### src/rtl/uart_frame_streamer_if.sv
// Handshake bundle for uart_frame_streamer: the pixel stream from the read
// FIFO and the byte interface to the UART transmitter.
// master: the streamer side. slave: the FIFO/UART environment side.
interface uart_frame_streamer_if #(
  parameter int PIX_W = 10
);
  logic [PIX_W-1:0] pix_data;
  logic             pix_valid;
  logic             pix_ready;
  logic [7:0]       tx_data;
  logic             tx_start;
  logic             tx_busy;
  logic             tx_done;

  modport master (
    input  pix_data, pix_valid, tx_busy, tx_done,
    output pix_ready, tx_data, tx_start
  );

  modport slave (
    output pix_data, pix_valid, tx_busy, tx_done,
    input  pix_ready, tx_data, tx_start
  );
endinterface

### src/rtl/uart_frame_streamer.sv
// uart_frame_streamer: pulls pixels from a read FIFO (valid/ready) and
// serialises a frame onto a byte UART as a 5-byte header (sync, width, height)
// followed by BYTES_PER_PIX bytes per pixel, MSB byte first.
// Optional feature macro CHECKSUM_EN: appends an XOR checksum byte of all
// pixel bytes after the last pixel (state CSUM).
module uart_frame_streamer #(
  parameter int         WIDTH         = 640,
  parameter int         HEIGHT        = 480,
  parameter int         PIX_W         = 10,
  parameter int         BYTES_PER_PIX = 2,
  parameter logic [7:0] SYNC_BYTE     = 8'hA5
) (
  input  logic                  clk,
  input  logic                  rst,
  input  logic                  en,
  uart_frame_streamer_if.master bus,
  output logic                  busy,
  output logic                  frame_done,
  output logic [11:0]           h_cnt,
  output logic [11:0]           v_cnt,
  output logic [2:0]            state
);

  localparam logic [2:0] S_IDLE    = 3'd0;
  localparam logic [2:0] S_HDR     = 3'd1;
  localparam logic [2:0] S_FETCH   = 3'd2;
  localparam logic [2:0] S_SEND    = 3'd3;
  localparam logic [2:0] S_WAIT_TX = 3'd4;
  localparam logic [2:0] S_DONE    = 3'd5;
`ifdef CHECKSUM_EN
  localparam logic [2:0] S_CSUM    = 3'd6;
`endif

  localparam logic [11:0] LP_WIDTH    = 12'(WIDTH);
  localparam logic [11:0] LP_HEIGHT   = 12'(HEIGHT);
  localparam logic [11:0] LP_HMAX     = 12'(WIDTH - 1);
  localparam logic [11:0] LP_VMAX     = 12'(HEIGHT - 1);
  localparam logic [1:0]  LP_LASTBYTE = 2'(BYTES_PER_PIX - 1);

  logic [2:0]  r_state;
  logic [2:0]  r_srcState;
  logic [2:0]  r_hdrIdx;
  logic [1:0]  r_byteIdx;
  logic [31:0] r_pix;
  logic [11:0] r_hCnt;
  logic [11:0] r_vCnt;
  logic        r_txStart;
`ifdef CHECKSUM_EN
  logic [7:0]  r_csum;
`endif

  logic [7:0]  w_hdrByte;
  logic [7:0]  w_pixByte;
  logic [7:0]  w_curByte;
  logic [2:0]  w_src;
  logic        w_lastPix;

  assign w_pixByte = r_pix[{r_byteIdx, 3'b000} +: 8];
  assign w_lastPix = (r_hCnt == LP_HMAX) && (r_vCnt == LP_VMAX);

  // Header byte for the current header index: sync, width hi/lo, height hi/lo.
  always_comb begin
    w_hdrByte = 8'h00;
    case (r_hdrIdx)
      3'd0:    w_hdrByte = SYNC_BYTE;
      3'd1:    w_hdrByte = {4'h0, LP_WIDTH[11:8]};
      3'd2:    w_hdrByte = LP_WIDTH[7:0];
      3'd3:    w_hdrByte = {4'h0, LP_HEIGHT[11:8]};
      3'd4:    w_hdrByte = LP_HEIGHT[7:0];
      default: w_hdrByte = 8'h00;
    endcase
  end

  // Byte on tx_data: chosen by the issuing state, held through WAIT_TX.
  always_comb begin
    w_src = r_state;
    if (r_state == S_WAIT_TX) w_src = r_srcState;
    w_curByte = 8'h00;
    case (w_src)
      S_HDR:   w_curByte = w_hdrByte;
      S_SEND:  w_curByte = w_pixByte;
`ifdef CHECKSUM_EN
      S_CSUM:  w_curByte = r_csum;
`endif
      default: w_curByte = 8'h00;
    endcase
  end

  // Frame sequencer: header, pixel fetch/send loop, optional checksum, done.
  always_ff @(posedge clk) begin
    if (rst) begin
      r_state    <= S_IDLE;
      r_srcState <= S_IDLE;
      r_hdrIdx   <= 3'd0;
      r_byteIdx  <= 2'd0;
      r_pix      <= 32'h0;
      r_hCnt     <= 12'd0;
      r_vCnt     <= 12'd0;
      r_txStart  <= 1'b0;
`ifdef CHECKSUM_EN
      r_csum     <= 8'h00;
`endif
    end else begin
      r_txStart <= 1'b0;
      case (r_state)
        S_IDLE: begin
          r_hCnt    <= 12'd0;
          r_vCnt    <= 12'd0;
          r_hdrIdx  <= 3'd0;
          r_byteIdx <= 2'd0;
`ifdef CHECKSUM_EN
          r_csum    <= 8'h00;
`endif
          if (en) r_state <= S_HDR;
        end
        S_HDR, S_SEND: begin
          if (!en) begin
            r_state <= S_IDLE;
          end else if (!bus.tx_busy) begin
            r_txStart  <= 1'b1;
            r_srcState <= r_state;
            r_state    <= S_WAIT_TX;
`ifdef CHECKSUM_EN
            if (r_state == S_SEND) r_csum <= r_csum ^ w_pixByte;
`endif
          end
        end
`ifdef CHECKSUM_EN
        S_CSUM: begin
          if (!en) begin
            r_state <= S_IDLE;
          end else if (!bus.tx_busy) begin
            r_txStart  <= 1'b1;
            r_srcState <= S_CSUM;
            r_state    <= S_WAIT_TX;
          end
        end
`endif
        S_FETCH: begin
          if (!en) begin
            r_state <= S_IDLE;
          end else if (bus.pix_valid) begin
            r_pix     <= 32'(bus.pix_data[PIX_W-1:0]);
            r_byteIdx <= LP_LASTBYTE;
            r_state   <= S_SEND;
          end
        end
        S_WAIT_TX: begin
          if (bus.tx_done) begin
            if (!en) begin
              r_state <= S_IDLE;
            end else begin
              case (r_srcState)
                S_HDR: begin
                  if (r_hdrIdx == 3'd4) begin
                    r_state <= S_FETCH;
                  end else begin
                    r_hdrIdx <= r_hdrIdx + 3'd1;
                    r_state  <= S_HDR;
                  end
                end
                S_SEND: begin
                  if (r_byteIdx != 2'd0) begin
                    r_byteIdx <= r_byteIdx - 2'd1;
                    r_state   <= S_SEND;
                  end else if (w_lastPix) begin
`ifdef CHECKSUM_EN
                    r_state <= S_CSUM;
`else
                    r_state <= S_DONE;
`endif
                  end else begin
                    if (r_hCnt == LP_HMAX) begin
                      r_hCnt <= 12'd0;
                      r_vCnt <= r_vCnt + 12'd1;
                    end else begin
                      r_hCnt <= r_hCnt + 12'd1;
                    end
                    r_state <= S_FETCH;
                  end
                end
`ifdef CHECKSUM_EN
                S_CSUM:  r_state <= S_DONE;
`endif
                default: r_state <= S_IDLE;
              endcase
            end
          end
        end
        S_DONE: begin
          if (!en) r_state <= S_IDLE;
        end
        default: r_state <= S_IDLE;
      endcase
    end
  end

  assign bus.pix_ready = (r_state == S_FETCH);
  assign bus.tx_data   = w_curByte;
  assign bus.tx_start  = r_txStart;
  assign busy          = (r_state != S_IDLE) && (r_state != S_DONE);
  assign frame_done    = (r_state == S_DONE);
  assign h_cnt         = r_hCnt;
  assign v_cnt         = r_vCnt;
  assign state         = r_state;

endmodule

### src/flat_wrapper.sv
// flat-port wrapper written by rule: the top's interface ports become plain ports
module uart_frame_streamer_flat 
#(
  parameter int         WIDTH         = 640,
  parameter int         HEIGHT        = 480,
  parameter int         PIX_W         = 10,
  parameter int         BYTES_PER_PIX = 2,
  parameter logic [7:0] SYNC_BYTE     = 8'hA5
)
  (clk, rst, en, busy, frame_done, h_cnt, v_cnt, state, bus_pix_data, bus_pix_valid, bus_tx_busy, bus_tx_done, bus_pix_ready, bus_tx_data, bus_tx_start);
  uart_frame_streamer_if #(.PIX_W(PIX_W)) bus_i ();
  input  logic clk;
  input  logic rst;
  input  logic en;
  output logic busy;
  output logic frame_done;
  output logic [11:0] h_cnt;
  output logic [11:0] v_cnt;
  output logic [2:0] state;
  input wire logic [$bits(bus_i.pix_data)-1:0] bus_pix_data;
  input wire logic [$bits(bus_i.pix_valid)-1:0] bus_pix_valid;
  input wire logic [$bits(bus_i.tx_busy)-1:0] bus_tx_busy;
  input wire logic [$bits(bus_i.tx_done)-1:0] bus_tx_done;
  output wire logic [$bits(bus_i.pix_ready)-1:0] bus_pix_ready;
  output wire logic [$bits(bus_i.tx_data)-1:0] bus_tx_data;
  output wire logic [$bits(bus_i.tx_start)-1:0] bus_tx_start;
  assign bus_i.pix_data = bus_pix_data;
  assign bus_i.pix_valid = bus_pix_valid;
  assign bus_i.tx_busy = bus_tx_busy;
  assign bus_i.tx_done = bus_tx_done;
  assign bus_pix_ready = bus_i.pix_ready;
  assign bus_tx_data = bus_i.tx_data;
  assign bus_tx_start = bus_i.tx_start;
  uart_frame_streamer #(.WIDTH(WIDTH), .HEIGHT(HEIGHT), .PIX_W(PIX_W), .BYTES_PER_PIX(BYTES_PER_PIX), .SYNC_BYTE(SYNC_BYTE)) u_core (.clk(clk), .rst(rst), .en(en), .bus(bus_i), .busy(busy), .frame_done(frame_done), .h_cnt(h_cnt), .v_cnt(v_cnt), .state(state));
endmodule
### config.mk
export PLATFORM = sky130hd
export DESIGN_NAME = uart_frame_streamer_flat
export DESIGN_NICKNAME = d
export VERILOG_FILES = /design/src/rtl/uart_frame_streamer_if.sv /design/src/rtl/uart_frame_streamer.sv /design/src/flat_wrapper.sv
export SDC_FILE = /design/constraint.sdc
export NUM_CORES = 1
export LEC_CHECK = 0
export ABC_AREA = 1
export CORE_AREA = 2 2 75 77
export DETAILED_ROUTE_END_ITERATION = 6
export DIE_AREA = 0 0 77 79
export PLACE_DENSITY = 0.87
export SETUP_SLACK_MARGIN = 0.15
export SLEW_MARGIN = 20
export SYNTH_ARGS = -nofsm -noshare
export SYNTH_HDL_FRONTEND = slang
export SYNTH_SLANG_ARGS = --single-unit
### constraint.sdc
create_clock -name clk -period 1.8 [get_ports clk]
set_input_delay 0.27 -clock clk [delete_from_list [all_inputs] [get_ports clk]]
set_output_delay 0.27 -clock clk [all_outputs]
set_load 0.05 [all_outputs]
== After elaboration in Yosys (flattened, before gate mapping) ==
Index checks and enable logic that the tools add are counted.
Word-level totals
  output and inout bits: 39
  bits in registers: 46
  input bits: 16
Operators by class
  shifts and indexed selects: 1
  bitwise gates (word level): 3
  muxes and demuxes: 43
  reductions and logical operators: 17
  add/sub/neg operators: 4
  equal/unequal tests: 31
Operators with widths (number)
  $mux 12: 12
  $pmux 12 s2: 2
  $mux 3: 15
  $pmux 8 s5: 1
  $shiftx 32x6->8: 1
  $add 12x1->12 const B: 2
  $ne 2x2->1 const B: 12
  $eq 3x2->1 const B: 6
  $pmux 8 s2: 1
  $pmux 3 s5: 1
  $mux 2: 7
  $reduce_and 7->1: 2
  $eq 12x10->1 const B: 1
  $eq 12x9->1 const B: 1
  $eq 3x1->1 const B: 4
  $pmux 3 s2: 2
  $reduce_and 5->1: 2
  $eq 3x3->1 const B: 3
  $ne 3x3->1 const B: 3
  $logic_not 3->1: 2
  $pmux 2 s3: 1
  $reduce_and 3->1: 2
  $reduce_and 6->1: 1
  $reduce_bool 3->1: 2
  other kinds (9): 13

== Logic depth before layout (Yosys ltp) ==
Gate-level depths: netlist of the first run.
  word-level depth: 8
  depth in mapped cells: 13

== Least setup slack after synthesis of the first run ==
No wires, ideal clock.
  kind: register -> output
  from: register u_core.r_state[2], in the netlist u_core.state[2]
  to: output bus_tx_data[0]
  slack: -1385 ps
  arrival time: 2915 ps
  required time: 1530 ps
  stages on the path, launching flop included: 5
  cell sequence: dfxtp_1 -> inv_1 -> o31ai_1 -> nand2_1 -> o41ai_1
Between the ends
  word-level cells in the longest chain between the ends: 4
  elaborated cells between the ends (all ways): 5
  classes of those cells: eq/ne (3); mux (2)
RTL lines
  from (decl): RTL line uart_frame_streamer.sv:40  | logic [2:0] r_state;
  from (signal assigned): RTL line uart_frame_streamer.sv:92  | r_state <= S_IDLE;
  from (signal assigned): RTL line uart_frame_streamer.sv:114  | if (en) r_state <= S_HDR;
  from (signal assigned): RTL line uart_frame_streamer.sv:118  | r_state <= S_IDLE;
  $eq 3x3->1: RTL line uart_frame_streamer.sv:77  | if (r_state == S_WAIT_TX) w_src = r_srcState;
  $mux 3 (*): RTL line uart_frame_streamer.sv:77
  $eq 3x2->1 / $eq 3x1->1 (equally long branches): RTL line uart_frame_streamer.sv:79  | case (w_src)
  $pmux 8 s2 (*): RTL line uart_frame_streamer.sv:79
  to (decl): RTL line flat_wrapper.sv:25  | output wire logic [$bits(bus_i.tx_data)-1:0] bus_tx_data;
Every way passes the cells marked *; elsewhere a longest branch is shown, timed or not.

== Worst setup path in the final report of the first run ==
  from: register u_core.r_state[0], in the netlist u_core.state[0]
  to: output bus_tx_data[0]
The elaborated chain is that of the path after synthesis.

==> results of run 1 <==
## per-layer routing
metal / up-vias / GRT usage, %
li1: 1546 / -
met1: 1658 / 37.6
met2: 305 / 56.1
met3: 89 / 4.89
met4: 0 / 16.8
met5: - / 0
## synth_stat cells (3+ instances only)
| master | n |
|---|---|
| nand4_1 | 6 |
| inv_2 | 3 |
| nand3_1 | 24 |
| nor2_1 | 62 |
| a21oi_1 | 31 |
| ha_1 | 8 |
| nor3_1 | 14 |
| o21ai_0 | 29 |
| a211oi_1 | 3 |
| xor2_1 | 7 |
| o22ai_1 | 4 |
| dfxtp_1 | 46 |
| nand2_1 | 78 |
| clkbuf_1 | 3 |
| inv_1 | 51 |
| nand2_2 | 4 |
## layout make-up
| class | instances | area (µm²) | share of cell area (%) |
|---|---|---|---|
| multi-input combinational | 290 | 1990 | 44.1 |
| timing repair buffer | 117 | 1120 | 24.8 |
| sequential | 46 | 975 | 21.6 |
| inverter | 54 | 233 | 5.15 |
| tap | 72 | 90.1 | 1.99 |
| clock buffer | 5 | 68.8 | 1.52 |
| clock inverter | 3 | 40.0 | 0.886 |
## flip-flops by register name (all words and copies together) (netlist names)
register and count:
u_core.bus.tx_start 1, u_core.h_cnt 12, u_core.r_byteIdx 2, u_core.r_hdrIdx 3, u_core.r_pix 10, u_core.r_srcState 3
u_core.state 3, u_core.v_cnt 12
## repair_timing
action,in CTS,in global routing
buffers inserted,20,11
gates resized for setup,73,83
setup endpoints to repair,55,53
pin swaps,23,32
gates cloned,1,0
## critical path, cell delays in order, from the launching register on
cell and delay, ps:
dfxtp_4 380, nor2_4 110, nand2_2 70, o21ai_2 130, buf_4 130, nand2_1 150, o41ai_4 330, buf_12 190
## power by group through the flow
stage / clock network (mW) / logic, mW / registers [mW]
6_report: 0.786 / 1.40 / 1.08
5_1_grt: 0.821 / 1.46 / 1.08
4_1_cts: 0.772 / 1.17 / 1.07
3_5_place_dp: 0 / 1.02 / 1.10
3_3_place_gp: 0 / 0.992 / 1.10
2_1_floorplan: 0 / 0.603 / 1.14
## metrics by stage
stage	util [%]	worst slack, ps	setup TNS, ps	hold WS (ps)
6_report	84.6	-276	-2370	508
5_1_grt	84.6	-325	-4050	510
4_1_cts	78.2	-201	-1510	469
3_5_place_dp	69.4	-140	-1680	437
3_3_place_gp	69.4	-27.1	-152	433
2_1_floorplan	-	-244	-1320	349
## cells in the final DEF, fill, tap and decap left out, types with 4 or more instances in the layout
| master | synthesis | layout |
|---|---|---|
| buf_4 | 2 | 66 |
| nor2_2 | 2 | 4 |
| nand3_1 | 24 | 13 |
| nand4_1 | 6 | 6 |
| xor2_1 | 7 | 7 |
| inv_2 | 3 | 7 |
| nand3_4 | 1 | 5 |
| buf_12 | 0 | 10 |
| clkdlybuf4s50_1 | 0 | 15 |
| a21oi_1 | 31 | 20 |
| buf_6 | 2 | 14 |
| o21ai_0 | 29 | 16 |
| dfxtp_2 | 0 | 13 |
| o21ai_1 | 2 | 11 |
| nor2_1 | 62 | 46 |
| nand3_2 | 1 | 9 |
| clkbuf_8 | 0 | 5 |
| nor3_1 | 14 | 12 |
| dfxtp_4 | 0 | 10 |
| inv_1 | 51 | 39 |
| dfxtp_1 | 46 | 23 |
| nand2_2 | 4 | 27 |
| ha_1 | 8 | 5 |
| nor2_4 | 1 | 15 |
| nand2_4 | 0 | 5 |
| nand2_1 | 78 | 50 |
| a21oi_2 | 1 | 12 |
| dlygate4sd2_1 | 0 | 10 |
## cells by family after synthesis
group                    synth area share (%)
buffers and inverters                    9.75
XOR/XNOR                                 2.33
adder cells (fa/ha/maj)                  3.80
AND/OR/NAND/NOR                          33.3
AO/OA/AOI/OAI                            15.8
flip-flops                               35.0
## how the worst max path moves through the flow
stage,start,endpoint,slack (ps),depth (start not counted)
after floorplan,u_core.state[1],bus_tx_data[2],-240,5
after global placement,en,u_core.h_cnt[4],-30,10
after detailed placement,en,u_core.h_cnt[5],-140,10
after CTS,u_core.state[1],bus_tx_data[2],-200,8
after global routing,u_core.state[1],bus_tx_data[6],-320,8
final,u_core.state[0],bus_tx_data[0],-280,7
==> metrics.txt, run 1 <==
sequential area share after synthesis=a little over a third; Worst-Skew Late Latency=about 310 ps; worst reg-to-reg setup slack=-110 ps; sequential fraction of design power=33.1%; met3 routed WL=between 1000 and 1500 µm; DRC=0; met1 wire length=4120 µm; syn nets=roughly 420; initial antenna violation count=0; Clock Power Share=24.1%; Tcrit/Tclk final=115%; IO Count=55; R2R Path End=u_core.v_cnt[3]; Hold WC Path Type=flip-flop to flip-flop; fin cells=~590; DR pass1 iterations=5; full die area=6080 µm²; Slew headroom=about 65%; Starting Density=about half; Worst VDD drop=around 920 µV; YS warnings=0; max frequency=between 400 and 500 MHz; critical path startpoint category=flip-flop; kind of critical path=flip-flop to output port; dpl cells=approximately 550; CP required=1530 ps; Comb power frac=42.8%; DR WL/cell=19.9 µm; crit path capture type=output port; Switching Share=~38%; routability cong.=between 0.9 and 1; core area=between 5000 and 6000 µm²; number of global-route vias before repair=between 3,000 and 4,000; hold buffer count at cts=0; final setup fails=22; Internal Power=2.03 mW; Tot GR Track Use=around a third; crit path DAT=roughly 1800 ps; worst setup margin=-276 ps; fill cell count=266; maxcap violations=0; CTS Buf Count=5; Post-synth ARST share=0%; status=complete, but fails checks; Least-Margin Pin Slew=around 530 ps; Nets=about 540; CTS root buffer=clkbuf_8; final wirelength=~12,000 µm; Cell Area, Placed=3700 µm²; hold path cells=2; prevailing post-synth register cell=dfxtp_1; Hold Fails Final Rpt=0; ANT cells=0; Avg Inst Size Synth=6.63 µm²; cells after synthesis=approximately 400; top routing layer in use=met4; Clock Skews=~12 ps; total power=3.26 mW; # H-tree levels=2; Max Transition Viols Final=0; Sw Pwr=1.24 mW; number of synthesized flops with an enable pin=0; P per Cell Area=722 nW/µm²; R2R Path Start=u_core.state[0]; grt total ovfl=0; failing checks=setup timing; Min-Delay Endpoint=u_core.r_srcState[2]; clk buf depth=2; first-pass GRT wire length=between 15,000 and 20,000 µm; Clk pin slew, worst setup/hold paths=roughly 100 ps; pin count of the biggest net entering global routing=16; area grow syn2layout=71.7%; # rows=27; Hold Crit Start=u_core.r_srcState[2]; DR iter-0 viols=between 400 and 500; Post-Layout Inst Area=roughly 4500 µm²; DR vias/cell=~6.1; Die H=79 µm; layout cells sized above 1=~46%; RSZ-0062 raised after global routing=true; Synth area leaders=dfxtp_1 35%, nand2_1 11%, nor2_1 8.8%; ANT nets after route=0; post-synth cell types=33; Sink Count=46; Tmin final=just over 2000 ps; Crit Path Max Fanout=4; Post-Syn Area=approximately 2600 µm²; HPWL Detailed=5720 µm; Die Wd=between 70 and 80 µm; register bit count reported by yosys=46; WL met2=around 5700 µm; top cell type's share of synthesized area=35.0%; CTS tree=yes; Port Buf Inserts=54; FF-to-FF path depth=12; Yosys top cell by area=dfxtp_1; static leakage power=approximately 1.9 nW; vias post-DR=about 3,600
Power figures use the tool's default switching activity.
==> run 2: changes to the inputs <==
--- a/config.mk
+++ b/config.mk
@@ -9,7 +9,7 @@
 export CORE_AREA = 2 2 75 77
 export DETAILED_ROUTE_END_ITERATION = 6
 export DIE_AREA = 0 0 77 79
-export PLACE_DENSITY = 0.87
+export PLACE_DENSITY_LB_ADDON = 0.2
 export SETUP_SLACK_MARGIN = 0.15
 export SLEW_MARGIN = 20
 export SYNTH_ARGS = -nofsm -noshare
==> run 2 against run 1 <==
Compared with the run above:
- the run still ends with setup timing left
- flip-flop and latch count is the same
- fmax grew 3.6%
- register-to-register slack lost 90 ps
- critical endpoint is now u_core.v_cnt[3]
- clock power shrank 14%
- routed wire length shrank 25%
- largest power group unchanged
- sequential share of layout area grew 1.3 points
==> metrics.txt, run 2 (synthesized netlist as in run 1, its figures left out) <==
status=complete, but fails checks; failing checks=setup timing; static leakage power=1.74 nW (-7.7%); Min Hold Slack=457 ps (-51.0 ps); ANT nets after route=0 (unchanged); Die H=79 µm (unchanged); DR WL/cell=15.3 µm (-24%); Clk pin slew, worst setup/hold paths=90 ps (about the same); Cell Area, Placed=3700 µm² (-0.13%); CP delay by family, top=simple AND/OR/NAND/NOR gates; Worst-Skew Late Latency=310 ps (about the same); Sink Count=46 (unchanged); area grow syn2layout=60.8%; Tmin final=2000 ps (-73.1 ps); vias post-DR=3,197 (-11%); Die Wd=77 µm (unchanged); grt total ovfl=0 (unchanged); Worst VDD drop=505 µV (-45%); crit-path cells=nor2_4, buf_4, buf_4, buf_6, buf_6, buf_4, o21ai_2, nor2_4, nand3_4, buf_6, nor3_1, nor2_1; most frequent cells in the layout=68 x nand2_1, 62 x buf_4, 51 x nor2_1; CTS root buffer=clkbuf_8; worst setup margin=-203 ps (+73.1 ps); core area=5340 µm² (unchanged); total power=3.14 mW (-3.7%); Buf/Inv on CP=6 (+4); slowest stage cell, crit path=dfxtp_4; Least-Margin Pin Slew=496 ps (-30.4 ps); RSZ-0062 raised after global routing=true; Tcrit/Tclk final=111% (-4.1 points); routability cong.=0.842 (-13%); Slew headroom=67.1% (+2.0 points); clk buf depth=2 (unchanged); leading cell type in the layout, fill and taps excluded=nand2_1; final wirelength=8820 µm (-25%); CTS tree=yes; DR iter-0 viols=328 (-23%); ANT cells=0 (unchanged); Max Transition Viols Final=0 (unchanged); crit path capture type=flip-flop; Tot GR Track Use=26.9% (-5.0 points); pin count of the biggest net entering global routing=16 (unchanged); number of global-route vias before repair=2,946 (-8.8%); max frequency=499 MHz (+3.6%); P per Cell Area=743 nW/µm² (+2.8%); pre-CTS setup slack=-119 ps (+21.1 ps); Crit Path Max Fanout=7 (+3); DR vias/cell=5.53 (-9.8%); HPWL Detailed=5510 µm (-3.8%); first-pass GRT wire length=13,300 µm (-14%); # rows=27 (unchanged); IO Count=55 (unchanged); register area=966 µm² (-0.90%); DRC=0 (unchanged); final setup fails=32 (+45%); Nets=529 (-1.7%); hold buffer count at cts=0 (unchanged); fill cell count=353 (+33%); Clock Skews=9.07 ps (-2.76 ps); CTS Buf Count=5 (unchanged); critical path startpoint category=flip-flop; maxcap violations=0 (unchanged); layout cells sized above 1=37.7% (-8.3 points); crit-path max cell delay=370 ps (about the same); initial antenna violation count=0 (unchanged); # H-tree levels=2 (unchanged); full die area=6080 µm² (unchanged); crit path DAT=2200 ps (+390 ps); multi-input logic area=1810 µm² (-9.2%); Port Buf Inserts=54 (unchanged); Hold Fails Final Rpt=0 (unchanged); Hold WC Path Type=flip-flop to flip-flop; Starting Density=49.3% (unchanged); DR pass1 iterations=5 (unchanged); CP required=2000 ps (+470 ps); kind of critical path=flip-flop to flip-flop; Post-Layout Inst Area=4230 µm² (-6.3%)
run 2: metrics by stage:
stage                     std cells  TNS, ps  util, %
final                           578    -3780     79.3
after global routing            578    -6390     79.3
after CTS                       574    -1100     76.2
after detailed placement        546     -927     69.3
after global placement          546     -126     69.3
after floorplan                 397    -1320        -
run 2: power breakdown:
| group | internal (mW) | total, mW | switching (mW) |
|---|---|---|---|
| Combinational | 0.610 | 1.39 | 0.784 |
| Sequential | 1.04 | 1.07 | 0.0312 |
| Clock | 0.311 | 0.673 | 0.362 |
run 2: cell type report:
cell class	count	share of cell area (%)
clock buffer	7	2.04
inverter	54	5.59
clock inverter	1	0.118
tap	72	2.13
timing repair buffer	109	24.6
sequential	46	22.8
multi-input combinational	289	42.7
run 2: worst paths after layout:
check                            start              endpoint  slack (ps)  depth (start not counted)
setup / recovery       u_core.state[1]       u_core.v_cnt[3]        -200                         12
hold / removal    u_core.r_srcState[2]  u_core.r_srcState[2]         460                          2
setup reg to reg       u_core.state[1]       u_core.v_cnt[3]        -200                         12
hold reg to reg   u_core.r_srcState[2]  u_core.r_srcState[2]         460                          2
run 2: repair_timing:
item	CTS	global route
pin swaps	32	24
resized for setup	59	44
endpoints found under the setup margin	41	53
setup buffers	20	4
run 2: tightest hold or removal path: cells and delay by family, from the launching register on:
kind	cells	cell delay, ps
buf+inv	1	60
flops	1	300
simple gates	1	50
run 2: layer usage:
metal  vias to the layer above  GRT usage (%)  wire length [µm]  part of all wire (%)
li1                       1517              -                 -                     -
met1                      1492           32.3              3500                    40
met2                       159           47.7              4510                    51
met3                        29           4.66               554                   6.3
met4                         0           10.9               252                   2.9
met5                         -              0                 0                     0
==> run 3: changes to the inputs <==
--- a/config.mk
+++ b/config.mk
@@ -9,7 +9,7 @@
 export CORE_AREA = 2 2 75 77
 export DETAILED_ROUTE_END_ITERATION = 6
 export DIE_AREA = 0 0 77 79
-export PLACE_DENSITY_LB_ADDON = 0.2
+export PLACE_DENSITY_LB_ADDON = 0.1
 export SETUP_SLACK_MARGIN = 0.15
 export SLEW_MARGIN = 20
 export SYNTH_ARGS = -nofsm -noshare
==> run 3 against run 2 <==
Compared with the run above:
- the flow still finishes with violations (setup timing)
- routed wire length increased by 7.9%
- utilization rose by 4.2 points
- highest routed layer unchanged
- via count up 3.3%
- critical path depth fell by 5
- largest power group unchanged
==> metrics.txt, run 3 (synthesized netlist as in run 1, its figures left out) <==
status=complete, but fails checks; failing checks=setup timing; critical path startpoint category=flip-flop; Port Buf Inserts=54 (unchanged); Switching Share=37.3% (-0.20 points); Tmin final=2050 ps (+43.0 ps); vias post-DR=3,304 (+3.3%); DR WL/cell=16.3 µm (+7.0%); first-pass GRT wire length=13,100 µm (-1.6%); Starting Density=49.3% (unchanged); Clk pin slew, worst setup/hold paths=80 ps (about the same); Tcrit/Tclk final=114% (+2.4 points); P per Cell Area=734 nW/µm² (-1.1%); final wirelength=9510 µm (+7.9%); Tot GR Track Use=26.3% (-0.58 points); Sink Count=46 (unchanged); dpl cells=547 (+0.18%); routability cong.=0.888 (+5.4%); Crit Path Max Fanout=6 (-1); IO Count=55 (unchanged); maxcap violations=0 (unchanged); worst reg-to-reg setup slack=-80 ps (+120 ps); Slew headroom=66.8% (-0.23 points); CTS tree=yes; initial antenna violation count=0 (unchanged); CTS root buffer=clkbuf_8; post-layout util=83.5% (+4.2 points); Clock Power Share=22.5% (+1.1 points); ANT nets after route=0 (unchanged); ANT cells=0 (unchanged); fin cells=583 (+0.87%); clk buf depth=2 (unchanged); full die area=6080 µm² (unchanged); CTS Buf Count=5 (unchanged); HPWL Detailed=5450 µm (-1.0%); CP required=1530 ps (-470 ps); total power=3.27 mW (+4.1%); sequential fraction of design power=33.1% (-1.1 points); final setup fails=14 (-56%); worst setup margin=-246 ps (-43.0 ps); Clock Skews=5.39 ps (-3.68 ps); FF-to-FF path depth=11 (-1); crit path DAT=1780 ps (-420 ps); DRC=0 (unchanged); Nets=534 (+0.95%); DR iter-0 viols=324 (-1.2%); crit-path max cell delay=370 ps (about the same); crit path capture type=output port; # rows=27 (unchanged); kind of critical path=flip-flop to output port; static leakage power=1.81 nW (+3.9%); RSZ-0062 raised after global routing=true; Min Hold Slack=465 ps (+7.95 ps); core area=5340 µm² (unchanged); R2R Path End=u_core.v_cnt[3]; slowest stage cell, crit path=dfxtp_4; Internal Power=2.05 mW (+4.5%); R2R Path Start=u_core.state[1]; number of global-route vias before repair=2,969 (+0.78%); # H-tree levels=2 (unchanged); Die Wd=77 µm (unchanged); crit-path cells=nor2_4, nand2_4, o21ai_4, nand4_1, buf_6, o22ai_4, buf_12; Worst Setup SP=u_core.state[1]; Critical Path Sink=bus_tx_data[7]; Hold Fails Final Rpt=0 (unchanged); Hold WC Path Type=flip-flop to flip-flop; pin count of the biggest net entering global routing=19 (+3); grt total ovfl=0 (unchanged); Worst VDD drop=646 µV (+28%); layout cells sized above 1=41.7% (+3.9 points); Max Transition Viols Final=0 (unchanged); most frequent cells in the layout=68 x buf_4, 66 x nand2_1, 46 x nor2_1; hold buffer count at cts=0 (unchanged); Comb power frac=44.4% (about the same); Least-Margin Pin Slew=500 ps (+3.49 ps); DR pass1 iterations=5 (unchanged); Worst-Skew Late Latency=310 ps (about the same); DR vias/cell=5.67 (+2.5%); leading cell type in the layout, fill and taps excluded=buf_4; area grow syn2layout=69.3%; max frequency=489 MHz (-2.1%); Sw Pwr=1.22 mW (+3.6%); Die H=79 µm (unchanged)
run 3: worst min-delay path by stage:
stage                               startpoint  depth (start not counted)                   end
after floorplan                    bus_tx_busy                          1   u_core.bus.tx_start
after global placement    u_core.r_srcState[2]                          2  u_core.r_srcState[2]
after detailed placement  u_core.r_srcState[2]                          2  u_core.r_srcState[2]
after CTS                 u_core.r_srcState[2]                          2  u_core.r_srcState[2]
after global routing           u_core.h_cnt[0]                          1       u_core.h_cnt[0]
final                          u_core.h_cnt[0]                          1       u_core.h_cnt[0]
run 3: worst max-delay path: cells and delay by family (launching register included):
family	cells	cell delay, ps
compound gates	2	330
buf+inv	2	370
flops	1	370
simple gates	3	380
run 3: area by class of cell:
type	count	area [µm²]
Timing Repair Buffer	113	1080
Tap cell	72	90.1
Fill cell	339	882
Multi-Input combinational cell	290	1960
Inverter	54	245
Clock buffer	8	110
Sequential cell	46	973
run 3: metrics by stage:
stage | setup WS [ps] | setup TNS [ps] | cell area, µm²
2_1_floorplan | -244 | -1320 | 2840
3_3_place_gp | -53.8 | -336 | 3720
3_5_place_dp | -114 | -980 | 3720
4_1_cts | -184 | -1240 | 4080
5_1_grt | -316 | -3620 | 4460
6_report | -246 | -1860 | 4460
run 3: timing repair:
item                                    4_1_cts  5_1_grt
cloned                                        1        0
hold endpoints to repair                      0        0
endpoints found under the setup margin       44       52
buffers inserted                             13       14
pin swaps                                    14       26
gates resized for setup                      58       71
run 3: power by group through the flow:
stage	logic [mW]	clock network, mW	registers, mW
floorplan	0.603	0	1.14
global placement	1.00	0	1.10
detailed placement	1.02	0	1.10
CTS	1.20	0.744	1.07
global route	1.53	0.785	1.08
finish	1.45	0.737	1.08
run 3: metal layers:
layer / up-vias / global-route usage, % / routed length [µm]
met5: - / 0 / 0
met4: 0 / 7.32 / 413
met3: 50 / 3.64 / 607
met2: 183 / 49.7 / 4840
met1: 1549 / 31.0 / 3650
li1: 1522 / - / -
